==> src/rtl/rdy_done_host.sv <==
// rdy_done_host
//   Initiator side of the four-phase start/done handshake. A request on `go`
//   latches `operand`, raises `start` until the worker answers with `done`,
//   captures `result`, waits for `done` to return to zero, and then waits for
//   `go` to fall so that each high level of `go` issues exactly one job.
//   A saturating timer bounds the wait in REQ and RELEASE; expiry aborts the
//   job and sets a sticky `timeout_err`.
//
// Ports
//   CLOCK_50     in   clock (50 MHz)
//   rst_n        in   asynchronous active-low reset
//   go           in   level request (debounced, synchronous)
//   operand      in   job input, sampled when the request is accepted
//   done         in   worker completion
//   result       in   worker output, valid while done=1
//   start        out  request to the worker
//   op_data      out  latched operand
//   busy         out  high whenever the state is not IDLE
//   result_out   out  last captured result
//   result_valid out  one-cycle pulse on capture
//   job_count    out  completed jobs, 12-bit wrapping
//   timeout_err  out  sticky abort flag, cleared on the next accepted request
//   state        out  state code (IDLE=0 REQ=1 RELEASE=2 HOLD=3 ABORT=4)
module rdy_done_host #(
    parameter int DATA_W  = 16,
    parameter int TIMEOUT = 50_000_000,
    parameter int TO_W    = 26
) (
    input  logic              CLOCK_50,
    input  logic              rst_n,
    input  logic              go,
    input  logic [DATA_W-1:0] operand,
    input  logic              done,
    input  logic [DATA_W-1:0] result,
    output logic              start,
    output logic [DATA_W-1:0] op_data,
    output logic              busy,
    output logic [DATA_W-1:0] result_out,
    output logic              result_valid,
    output logic [11:0]       job_count,
    output logic              timeout_err,
    output logic [3:0]        state
);

    typedef enum logic [3:0] {
        IDLE    = 4'd0,
        REQ     = 4'd1,
        RELEASE = 4'd2,
        HOLD    = 4'd3,
        ABORT   = 4'd4
    } state_e;

    localparam logic [TO_W-1:0] TO_LAST = TO_W'(TIMEOUT - 1);
    localparam logic [TO_W-1:0] TO_MAX  = '1;

    state_e              state_q, state_d;
    logic                start_q, start_d;
    logic [DATA_W-1:0]   op_data_q, op_data_d;
    logic                busy_q, busy_d;
    logic [DATA_W-1:0]   result_out_q, result_out_d;
    logic                result_valid_q, result_valid_d;
    logic [11:0]         job_count_q, job_count_d;
    logic                timeout_err_q, timeout_err_d;
    logic [TO_W-1:0]     timer_q, timer_d;
    logic [TO_W-1:0]     timer_inc;

    // Saturating increment: the timer must never wrap back under TO_LAST.
    assign timer_inc = (timer_q == TO_MAX) ? timer_q : timer_q + 1'b1;

    always_comb begin
        state_d        = state_q;
        start_d        = start_q;
        op_data_d      = op_data_q;
        result_out_d   = result_out_q;
        result_valid_d = 1'b0;
        job_count_d    = job_count_q;
        timeout_err_d  = timeout_err_q;
        timer_d        = timer_q;

        case (state_q)
            IDLE: begin
                start_d = 1'b0;
                // A worker still holding done has not finished the previous
                // return-to-zero phase; do not start a new job yet.
                if (go && !done) begin
                    state_d       = REQ;
                    start_d       = 1'b1;
                    op_data_d     = operand;
                    timer_d       = '0;
                    timeout_err_d = 1'b0;
                end
            end
            REQ: begin
                timer_d = timer_inc;
                // done has priority over a coincident timeout.
                if (done) begin
                    state_d        = RELEASE;
                    start_d        = 1'b0;
                    result_out_d   = result;
                    result_valid_d = 1'b1;
                    job_count_d    = job_count_q + 12'd1;
                    timer_d        = '0;
                end else if (timer_q == TO_LAST) begin
                    state_d       = ABORT;
                    start_d       = 1'b0;
                    timeout_err_d = 1'b1;
                end
            end
            RELEASE: begin
                start_d = 1'b0;
                timer_d = timer_inc;
                if (!done) begin
                    state_d = HOLD;
                end else if (timer_q == TO_LAST) begin
                    state_d       = ABORT;
                    timeout_err_d = 1'b1;
                end
            end
            HOLD: begin
                start_d = 1'b0;
                if (!go) state_d = IDLE;
            end
            ABORT: begin
                start_d = 1'b0;
                if (!done && !go) state_d = IDLE;
            end
            default: begin
                state_d = IDLE;
                start_d = 1'b0;
            end
        endcase

        busy_d = (state_d != IDLE);
    end

    always_ff @(posedge CLOCK_50 or negedge rst_n) begin
        if (!rst_n) begin
            state_q        <= IDLE;
            start_q        <= 1'b0;
            op_data_q      <= '0;
            busy_q         <= 1'b0;
            result_out_q   <= '0;
            result_valid_q <= 1'b0;
            job_count_q    <= '0;
            timeout_err_q  <= 1'b0;
            timer_q        <= '0;
        end else begin
            state_q        <= state_d;
            start_q        <= start_d;
            op_data_q      <= op_data_d;
            busy_q         <= busy_d;
            result_out_q   <= result_out_d;
            result_valid_q <= result_valid_d;
            job_count_q    <= job_count_d;
            timeout_err_q  <= timeout_err_d;
            timer_q        <= timer_d;
        end
    end

    assign start        = start_q;
    assign op_data      = op_data_q;
    assign busy         = busy_q;
    assign result_out   = result_out_q;
    assign result_valid = result_valid_q;
    assign job_count    = job_count_q;
    assign timeout_err  = timeout_err_q;
    assign state        = state_q;

endmodule

==> config.mk <==
export PLATFORM = sky130hd
export DESIGN_NAME = rdy_done_host
export DESIGN_NICKNAME = d
export VERILOG_FILES = /design/src/rtl/rdy_done_host.sv
export SDC_FILE = /design/constraint.sdc
export NUM_CORES = 1
export LEC_CHECK = 0
export ABC_AREA = 1
export CORE_UTILIZATION = 35
export DETAILED_ROUTE_END_ITERATION = 10
export HOLD_SLACK_MARGIN = 0.05
export PLACE_DENSITY_LB_ADDON = 0.2
export SLEW_MARGIN = 40
export SYNTH_ARGS = -nofsm -noshare
export SYNTH_HDL_FRONTEND = slang
export SYNTH_SLANG_ARGS = --single-unit
==> constraint.sdc <==
create_clock -name CLOCK_50 -period 5.05 [get_ports CLOCK_50]
set_input_delay 1.01 -clock CLOCK_50 [delete_from_list [all_inputs] [get_ports CLOCK_50]]
set_output_delay 1.01 -clock CLOCK_50 [all_outputs]
set_load 0.03 [all_outputs]
==> results.toml <==
[route]
wl_mm = 10.1
ant_nets = 0
firstDrtPassIters = 7
first_iter_violations = 176
vias_per_cell = 4.77
post_drt_wl_per_cell_um = 12.9
route.vias.total = 3730
drcViolationCount = 0

[sta]
hold_viol_final = 0
tightest_slew_ns = 0.712
setup_violations = 0
drv_slew = 0
rsz0062_at_grt = "no"
tns_ns = 0
max_freq_mhz = 351
fin_crit_sh_pct = 56.4
period_minus_slack_ns = 2.85
slew_headroom_pct = 52.5
fin_worst_skew_ns = 0.00713

[placed_design]
placed_cells = 766
port_buffers = 87
hpwl_mm = 7.23
place.gp.congestion = 0.878

[global_route]
grt_pass1_vias = 3476
antenna_found_initial = 0
grt_max_degree = 79
grt_util_met3_pct = 5.75
overflow = 0
use_met2_pct = 27.4
busiest_layer = "met2"
grt_first_pass_wirelength_mm = 17.0
grt_usage_pct = 18.2
use_met1_pct = 25.3

[clock_tree]
cts_tree = "built"
htreeDepth = 3
root_buffer = "clkbuf_16"
cts_resized = 0
clkLatencyLatePin_ns = 0.33
cts_buffers = 9
postCtsSetupRepairBufs = 0
path_clk_slew_ns = 0.06
cts_hold_buf = 0
clock_path_buffers = 2
clock_sinks = 78

[synthesis]
syn_inst = 547
ys_warn_count = 0
synth.avg_cell_area_um2 = 7.44
yosysTopAreaCell = "dfrtp_1"
synthTopCellsByArea = "dfrtp_1, nand2_1, nand3_1, nor2_1, inv_1"
ys_types = 31
yosysSeqAreaShare_pct = 48.0
syn-num-nets = 585
synthXorXnorAreaFrac_pct = 4.31
synth_mux_area_share_pct = 0
ys_ff_latch = 78
yosys.area_share.adder_pct = 0.615
synth-compound-area-share_pct = 1.72
synth_top_family_by_area = "simple AND/OR/NAND/NOR gates"
synth_top_area_share_pct = 48.0
synthSimpleGateAreaFrac_pct = 39.7
syn_area_mm2 = 0.00407

[layout]
antennaDiodeCount = 0
final_net_count = 672
final_common_cell = "nand2_1"
area_growth_pct = 31.7
fillerInstances = 1162
stdcell_count = 782
regArea_mm2 = 0.00195
drive_gt1_share_pct = 5.79
final_cell_mix = "nand2_1, clkdlybuf4s50_1, dfrtp_1, nor2_1, nand3_1"
multi_input_area_mm2 = 0.00189

[floorplan]
die_area_mm2 = 0.0121
core.rowCount = 39
fp.dieW_um = 110
die_h_um = 110
io_pins = 88
core_mm2 = 0.0114
start_util_pct = 35.8

[worst_setup_path]
r2r_slack_ns = 3.02
required_ns = 5.27
cp_common_cell = "nand2_1"
worstSetupPathDepth = 9
r2r_end = "job_count[11]"
start_kind = "input port"
cp_num_buf_inv = 3
path_class = "in -> reg"
cp.arrival_ns = 3.07
worstSetupStartpoint = "done"
cp_cell_sequence = "clkdlybuf4s50_1 > inv_2 > nand2_1 > nand2_1 > nand3_2 > inv_2 > nand2_2 > nand2_1 > nor2_1"
cpLargestDelayFamily = "buffers and inverters"
worstSetupEndpointType = "flop"
cp_max_fo = 18
worstRegToRegCells = 7
r2r_start = "state[3]"
slowest_delay_ns = 0.48
cpMaxStageDelayCell = "clkdlybuf4s50_1"

[power]
p_leak_uw = 0.00258
powerDensity_mw_per_mm2 = 416
vdd_drop_max_mv = 0.292

[status]
status = "finished clean"

[min_path]
hold_start = "job_count[11]"
hold_end = "job_count[11]"
min_delay_path_depth = 1
hp-class = "reg -> reg"

[flow_run]
timing.max_cap.violations = 0
[Yosys cell counts]
cell type,instances
a211oi_1,1
a21oi_1,1
buf_1,1
buf_2,4
buf_6,1
clkbuf_1,6
conb_1,1
dfrtp_1,78
ha_1,2
inv_1,41
inv_2,4
nand2_1,229
nand2_2,6
nand3_1,52
nand3_2,2
nand3b_1,2
nand4_1,6
nand4_4,1
nor2_1,65
nor2_2,2
nor2_4,3
nor2_8,1
nor3_1,5
nor3_4,1
nor4_1,1
o211ai_1,2
o21ai_0,6
o22ai_1,2
or2_1,1
xnor2_1,7
xor2_1,13
[final cells by class]
cell class / count / share of cell area [%]
Inverter: 45 / 3.15
Clock buffer: 13 / 5.05
Multi-Input combinational cell: 412 / 35.3
Clock inverter: 3 / 0.327
Sequential cell: 78 / 36.4
Timing Repair Buffer: 88 / 16.4
Tap cell: 143 / 3.34
[cells by family after synthesis]
family | count (synthesis)
simple gates | 377
flops | 78
buf+inv | 57
xor+xnor | 20
compound gates | 12
fa+ha+maj | 2
other cells | 1
[sequential cells by signal (all words and copies together) (netlist names)]
signal and cells:
result_out 16, busy 1, state 4, job_count 12
start 1, op_data 16, result_valid 1, timeout_err 1
timer_q 26
[how the worst max path moves through the flow]
stage	to	slack, ns
after floorplan	op_data[10]	2.98
after global placement	timer_q[8]	1.94
after detailed placement	timer_q[0]	1.87
after CTS	timer_q[0]	2.22
after global routing	timer_q[0]	2.05
final	timer_q[0]	2.20
[layer usage]
layer | wire length, µm | up-vias
met5 | 0 | -
met4 | 95 | 0
met3 | 636 | 9
met2 | 4590 | 92
met1 | 4750 | 1763
li1 | - | 1866
[where the power goes]
part	switching [µW]	leakage [µW]	total (µW)	internal [µW]
registers	94.5	0.00103	853	758
clock network	255	0.000142	627	372
logic	453	0.00141	751	297
[stage by stage]
stage	utilization (%)	setup slack, ns	hold WS [ns]	total power [µW]	area (µm²)
5_1_grt	47.1	2.05	0.487	2350	5360
4_1_cts	47.1	2.22	0.473	2250	5360
3_5_place_dp	44.6	1.87	0.458	1610	5070
6_report	47.1	2.20	0.466	2230	5360
2_1_floorplan	-	2.98	0.509	1270	4070
3_3_place_gp	44.5	1.94	0.453	1610	5060
No activity file was read; power rests on OpenSTA's default activity.
